===== config.mk =====
export PLATFORM = sky130hd
export DESIGN_NAME = id_ex_stage
export DESIGN_NICKNAME = d
export VERILOG_FILES = /design/src/rtl/id_ex_stage.sv
export SDC_FILE = /design/constraint.sdc
export NUM_CORES = 1
export LEC_CHECK = 0
export CORE_MARGIN = 3
export CORE_UTILIZATION = 30
export DETAILED_ROUTE_END_ITERATION = 10
export HOLD_SLACK_MARGIN = 0.1
export PLACE_DENSITY_LB_ADDON = 0.2
export SYNTH_ARGS = -nofsm -noshare
export SYNTH_HDL_FRONTEND = slang
export SYNTH_SLANG_ARGS = --single-unit

===== constraint.sdc =====
create_clock -name clk -period 5.61 [get_ports clk]
set_input_delay 1.122 -clock clk [delete_from_list [all_inputs] [get_ports clk]]
set_output_delay 1.122 -clock clk [all_outputs]
set_load 0.02 [all_outputs]

===== src/rtl/id_ex_stage.sv =====
// ID/EX pipeline register with EX-stage operand forwarding and load-use detection.
// Handshake: none; stall holds the stage, flush inserts a bubble, load_use asks ID/IF to stall.
module id_ex_stage #(
  parameter int N = 31
) (
  input  logic         clk,
  input  logic         rst_n,
  input  logic         stall,
  input  logic         flush,
  input  logic         id_valid,
  input  logic [N:0]   id_rs_data,
  input  logic [N:0]   id_rt_data,
  input  logic [15:0]  id_imm,
  input  logic [4:0]   id_rs,
  input  logic [4:0]   id_rt,
  input  logic [4:0]   id_wreg,
  input  logic [5:0]   id_op,
  input  logic         id_alu_src,
  input  logic         id_imm_sext,
  input  logic         id_reg_write,
  input  logic         id_mem_read,
  input  logic         id_mem_write,
  input  logic         id_mem_to_reg,
  input  logic         exmem_reg_write,
  input  logic         memwb_reg_write,
  input  logic [4:0]   exmem_wreg,
  input  logic [4:0]   memwb_wreg,
  input  logic [N:0]   exmem_result,
  input  logic [N:0]   memwb_data,
  output logic [N:0]   alu_a,
  output logic [N:0]   alu_b,
  output logic [5:0]   alu_op,
  output logic [N:0]   ex_store_data,
  output logic [4:0]   ex_wreg,
  output logic         ex_valid,
  output logic         ex_reg_write,
  output logic         ex_mem_read,
  output logic         ex_mem_write,
  output logic         ex_mem_to_reg,
  output logic         load_use
);

  logic         r_valid;
  logic [N:0]   r_rs_data;
  logic [N:0]   r_rt_data;
  logic [15:0]  r_imm;
  logic [4:0]   r_rs;
  logic [4:0]   r_rt;
  logic [4:0]   r_wreg;
  logic [5:0]   r_op;
  logic         r_alu_src;
  logic         r_imm_sext;
  logic         r_reg_write;
  logic         r_mem_read;
  logic         r_mem_write;
  logic         r_mem_to_reg;

  always_ff @(posedge clk) begin
    if (!rst_n || flush) begin
      r_valid      <= 1'b0;
      r_rs_data    <= '0;
      r_rt_data    <= '0;
      r_imm        <= '0;
      r_rs         <= '0;
      r_rt         <= '0;
      r_wreg       <= '0;
      r_op         <= 6'b000000;
      r_alu_src    <= 1'b0;
      r_imm_sext   <= 1'b0;
      r_reg_write  <= 1'b0;
      r_mem_read   <= 1'b0;
      r_mem_write  <= 1'b0;
      r_mem_to_reg <= 1'b0;
    end else if (!stall) begin
      r_valid      <= id_valid;
      r_rs_data    <= id_rs_data;
      r_rt_data    <= id_rt_data;
      r_imm        <= id_imm;
      r_rs         <= id_rs;
      r_rt         <= id_rt;
      r_wreg       <= id_wreg;
      r_op         <= id_op;
      r_alu_src    <= id_alu_src;
      r_imm_sext   <= id_imm_sext;
      r_reg_write  <= id_reg_write;
      r_mem_read   <= id_mem_read;
      r_mem_write  <= id_mem_write;
      r_mem_to_reg <= id_mem_to_reg;
    end
  end

  logic [N:0] fwd_rs;
  logic [N:0] fwd_rt;
  logic [N:0] ext_imm;
  logic [N:0] zext_imm;

  // EX/MEM is younger than MEM/WB, so it is checked first; r0 is never forwarded.
  always_comb begin
    fwd_rs = r_rs_data;
    if (exmem_reg_write && exmem_wreg != 5'd0 && exmem_wreg == r_rs)
      fwd_rs = exmem_result;
    else if (memwb_reg_write && memwb_wreg != 5'd0 && memwb_wreg == r_rs)
      fwd_rs = memwb_data;

    fwd_rt = r_rt_data;
    if (exmem_reg_write && exmem_wreg != 5'd0 && exmem_wreg == r_rt)
      fwd_rt = exmem_result;
    else if (memwb_reg_write && memwb_wreg != 5'd0 && memwb_wreg == r_rt)
      fwd_rt = memwb_data;
  end

  assign zext_imm = {{(N-15){1'b0}}, r_imm};
  assign ext_imm  = r_imm_sext ? {{(N-15){r_imm[15]}}, r_imm} : zext_imm;

  // Shifts take the shifted value from rt; the amount comes from shamt (in imm) or rs.
  always_comb begin
    alu_a = fwd_rs;
    alu_b = r_alu_src ? ext_imm : fwd_rt;
    case (r_op)
      6'b000000, 6'b000010, 6'b000011: begin
        alu_a = fwd_rt;
        alu_b = zext_imm;
      end
      6'b000100, 6'b000110, 6'b000111: begin
        alu_a = fwd_rt;
        alu_b = fwd_rs;
      end
      default: ;
    endcase
  end

  assign alu_op        = r_op;
  assign ex_store_data = fwd_rt;
  assign ex_wreg       = r_wreg;
  assign ex_valid      = r_valid;
  assign ex_reg_write  = r_reg_write  & r_valid;
  assign ex_mem_read   = r_mem_read   & r_valid;
  assign ex_mem_write  = r_mem_write  & r_valid;
  assign ex_mem_to_reg = r_mem_to_reg & r_valid;

  assign load_use = ex_valid & ex_mem_read & (ex_wreg != 5'd0) & id_valid &
                    ((ex_wreg == id_rs) | (ex_wreg == id_rt));

endmodule


* Word level (Yosys, flattened, before mapping)
Cells that the tools add are included.
** Cells by class
- Add/subtract/negate cells :: 0
- $mul :: 0
- Div/mod/pow operators :: 0
- $lt $le $gt $ge :: 0
- Equality and inequality tests :: 11
- Shift operators :: 0
- Mux-type cells :: 8
- Bitwise logic cells :: 9
- Reductions and logical operators :: 15
** Operators with widths (count)
- $mux W32 :: 7
- $pmux W32 S2 :: 1
- $eq A5 B5 Y1 :: 6
- $eq A6 B3 Y1 const B :: 3
- $reduce_bool A5 Y1 :: 3
- $eq A6 B2 Y1 const B :: 2
- $and A1 B1 Y1 :: 8
- $logic_and A1 B1 Y1 :: 6
- $logic_not A6 Y1 :: 1
- $reduce_or A3 Y1 :: 2
- $reduce_or A6 Y1 :: 1
- $logic_not A1 Y1 :: 1
- $logic_or A1 B1 Y1 :: 1
- $or A1 B1 Y1 :: 1
** Storage, ports and cells
- Flip-flop bits (word level) :: 108
- Latch bits :: 0
- RAM bits :: 0
- Memory bits (read-only) :: 0
- Input bits :: 188
- Output and inout bits :: 113
- Logic and storage cells :: 57
- Memories kept :: 0

* Logic depth before layout (Yosys ltp)
- Depth after elaboration :: 7
- Gate-level depth with buffers :: 8
- Depth with buffers taken out :: 5

* Worst setup path before layout
OpenSTA, ideal clock, no wires.
- Kind :: input-to-output
- From :: in memwb_wreg[3]
- To :: out alu_a[16]
- Data arrival time :: 3.078 ns
- Data required time :: 4.488 ns
- Slack :: 1.410 ns
- Cell stages on the path :: 7
- Buffers on the path :: 2
- Cell sequence :: or4_4 -> o21ai_4 -> buf_4 -> buf_4 -> o31ai_1 -> a31oi_1 -> a22o_1
** Between the ends
- Cells in the longest elaborated chain, start to end :: 6
- Elaborated cells on any way between the ends :: 11
- Classes of those cells :: 2 x eq/ne; 5 x mux; 4 x reduce/logical
** Ends and longest elaborated chain
- start, declared :: line 27 : input logic [4:0] memwb_wreg,
- $reduce_bool A5 Y1 :: line 108 : else if (memwb_reg_write && memwb_wreg != 5'd0 && memwb_wreg == r_rt)
- $logic_and A1 B1 Y1 :: line 108
- $logic_and A1 B1 Y1 * :: line 108
- $mux W32 * :: line 108
- $mux W32 * :: line 106 : if (exmem_reg_write && exmem_wreg != 5'd0 && exmem_wreg == r_rt)
- net ex_store_data[16] :: line 33 : output logic [N:0] ex_store_data,
- $mux W32 * :: line 119 : case (r_op)
- end, declared :: line 30 : output logic [N:0] alu_a,
The timed path passes the listed nets; every way through them passes the cells marked *.

* Final worst setup path
- From :: in memwb_wreg[4]
- To :: out alu_b[4]
** Between the ends
- Cells in the longest elaborated chain, start to end :: 7
- Elaborated cells on any way between the ends :: 12
- Classes of those cells :: 2 x eq/ne; 6 x mux; 4 x reduce/logical
** Ends and longest elaborated chain
- $reduce_bool A5 Y1 :: line 102, 108
- $logic_and A1 B1 Y1 :: line 102, 108
- $logic_and A1 B1 Y1 :: line 108
- $mux W32 :: line 108
- $mux W32 :: line 106
- $mux W32 :: line 118 : alu_b = r_alu_src ? ext_imm : fwd_rt;
- $pmux W32 S2 * :: line 119
- end, declared :: line 31 : output logic [N:0] alu_b,
Every way passes the cells marked *; elsewhere a longest branch is shown, timed or not.

==> results.toml <==
[run_status]
outcome = "finished, final reports clean"

[logic_synthesis]
ys_ff_latch = 108
yosys_most_used_dff = "dfxtp_1"
netlist_area_sq_um = 7650
post_synth.cell_area_avg_sq_um = 8.35
synth_most_common_cell = "nor2_1"
synth_edf_count = 0
yosysUniqueCellTypes = 47
synth_area_leaders = "dfxtp_1 28%, mux2i_1 14%, nor2_1 5.4%"
seq_area_frac_synth_pct = 28.2
synth_fp_nets = 1105
synth_top_area_share_pct = 28.2
yosysTopAreaCell = "dfxtp_1"
async_reset_ff_share_pct = 0
synth_common_cells = "110 x nor2_1, 108 x dfxtp_1, 108 x mux2i_1"
yosys_warnings = 0
netlist_instances = 917

[detailed_routing]
drt_first_iter_violations = 969
num_vias = 8737
post_drt_wl_per_cell_um = 23.8
final_antenna_net_count = 0
finalWirelength_mm = 35.5
drc_errors = 0
first_pass_iters = 6
avgViaCountPerCell = 5.86

[cells_and_area]
largestRegisters = "r_rs_data (32), r_rt_data (32), r_imm (16)"
synthToLayoutAreaGrowth_pct = 47.8
layout-drive-gt1-share_pct = 7.65
nNetsFinal = 1346
postLayoutCellArea_sq_um = 11300

[timing]
maxSlewViolCount = 0
finalCriticalPeriod_ns = 5.35
layout_worst_path_cycle_share_pct = 95.3
hold_viol = 0
slew-limit-headroom_pct = 26.5
rsz0062_at_grt = "false"
setup-tns-final_ns = 0
setup_ws_ns = 0.264
fmax_ghz = 0.187
worst_pin_slew_ns = 1.10
setup_viol = 0
finClkSkew_ns = 0

[worst_setup_path]
path_cells = "clkdlybuf4s50_1 > or4_4 > o21ai_4 > buf_12 > buf_4 > o31a_1 > a21o_1 > o221a_2 > clkdlybuf4s50_1"
critPathSlowestCell = "clkdlybuf4s50_1"
path_max_fanout = 73
cp_common_cell = "clkdlybuf4s50_1"
cp-end-kind = "primary output"
crit_arrival_ns = 4.22
critPathRequiredTime_ns = 4.49
slowest_delay_ns = 0.61
crit_type = "in -> out"
startpoint_type = "primary input"

[clock_tree]
htree_num_levels = 3
cts_buffers = 9
ctsHoldBuffers = 0
path_clk_slew_ns = 0.08
ctsResizeCount = 0
tritoncts = "done"
root_buffer = "clkbuf_16"
postCtsSetupRepairBufs = 0
clkSinkCount = 108
clkLatencyLatePin_ns = 0.36
clk_path_buf_depth = 2

[place]
dp_slack_ns = 0.302
portBuffers = 300
dpl_cell_area_sq_um = 11000
hpwl_mm = 25.1
routabilityCongestion = 0.918

[flow_run]
cap_violations = 0

[power]
vdd_drop_max_uv = 129
swShare_pct = 34.4
p_per_area_nw_per_um2 = 200
intPower_uw = 1480
p_leak_uw = 0.00417
comb_power_share_pct = 35.0
p_seq_share_pct = 36.0
p_switching_uw = 777
pwr-share-clk_pct = 28.9

[grt]
grt_max_degree = 85
grt.total_usage_pct = 24.7
overflow = 0
grt_antenna_before_repair = 7
grt_pass1_wl_mm = 53.6
grt_pass1_vias = 8517

[hold_path]
worstHoldPathType = "reg -> reg"

[die]
core_area_sq_um = 24700
die_height_um = 166
start_util_pct = 31.0
dieArea_sq_um = 27500
fp-row-count = 57
io-pin-count = 301
die_x_um = 166
==> kinds of logic after synthesis <==
family / after synthesis / share of synthesized area, %
simple gates: 270 / 17.1
xor+xnor: 30 / 3.43
flops: 108 / 28.2
compound gates: 296 / 31.2
mux: 108 / 14.1
buf+inv: 105 / 5.88
==> through the flow <==
stage               hold slack (ns)  util [%]  instances  total power, uW
floorplan                     0.455         -        917             1210
global placement              0.471      44.6       1471             1620
detailed placement            0.480      44.6       1471             1620
CTS                           0.501      45.8       1487             2280
global route                  0.524      45.9       1492             2360
finish                        0.495      45.9       1492             2260
==> final cells by class <==
cell class,count,area [sq um]
Clock buffer,9,225
Inverter,1,3.75
Fill cell,2556,13400
Timing Repair Buffer,334,3330
Antenna cell,5,12.5
Multi-Input combinational cell,704,5110
Clock inverter,7,62.6
Sequential cell,108,2160
Tap cell,324,405
==> final timing paths <==
kind	startpoint	end	slack (ns)	cells past startpoint
min	r_mem_write$_SDFFE_PP0N_	r_mem_write$_SDFFE_PP0N_	0.49	2
max	memwb_wreg[4]	alu_b[4]	0.26	9
max reg2reg	r_alu_src$_SDFFE_PP0N_	r_alu_src$_SDFFE_PP0N_	4.32	2
min reg2reg	r_mem_write$_SDFFE_PP0N_	r_mem_write$_SDFFE_PP0N_	0.49	2
==> power by group through the flow <==
stage               Combinational (uW)  Clock [uW]  Sequential, uW
floorplan                          387           0             825
global placement                   785           0             831
detailed placement                 788           0             831
CTS                                791         674             814
global route                       837         702             817
finish                             791         654             814
==> placed cells by master, fill, tap and decap left out, types with 11 or more instances in the layout <==
cell             count
clkdlybuf4s50_1    299
o21ai_0             16
xnor2_1             17
a211oi_1            16
buf_4               28
nor3_1              35
a22o_1              16
o41ai_1             16
nand4_1             17
xor2_1              11
mux2i_1            108
o21a_1              17
a311oi_1            16
or3_1               33
o2bb2ai_1           16
dfxtp_1            108
o31ai_1             48
nand3_1             52
o22a_1              32
a31oi_1             39
nor2_1             109
a21o_1              16
o31a_1              16
==> critical path: cells and delay by family <==
family          cells  cell delay [ns]
compound gates      4             0.77
simple gates        1             0.57
buf+inv             4             1.68
==> metal layers <==
layer / track usage [%] / share of wire (%)
met3: 5.50 / 8.2
met1: 33.5 / 44
met4: 9.87 / 3.0
met5: 0 / 0.053
met2: 38.4 / 45
Note: power is estimated with default switching activity, not from simulation.
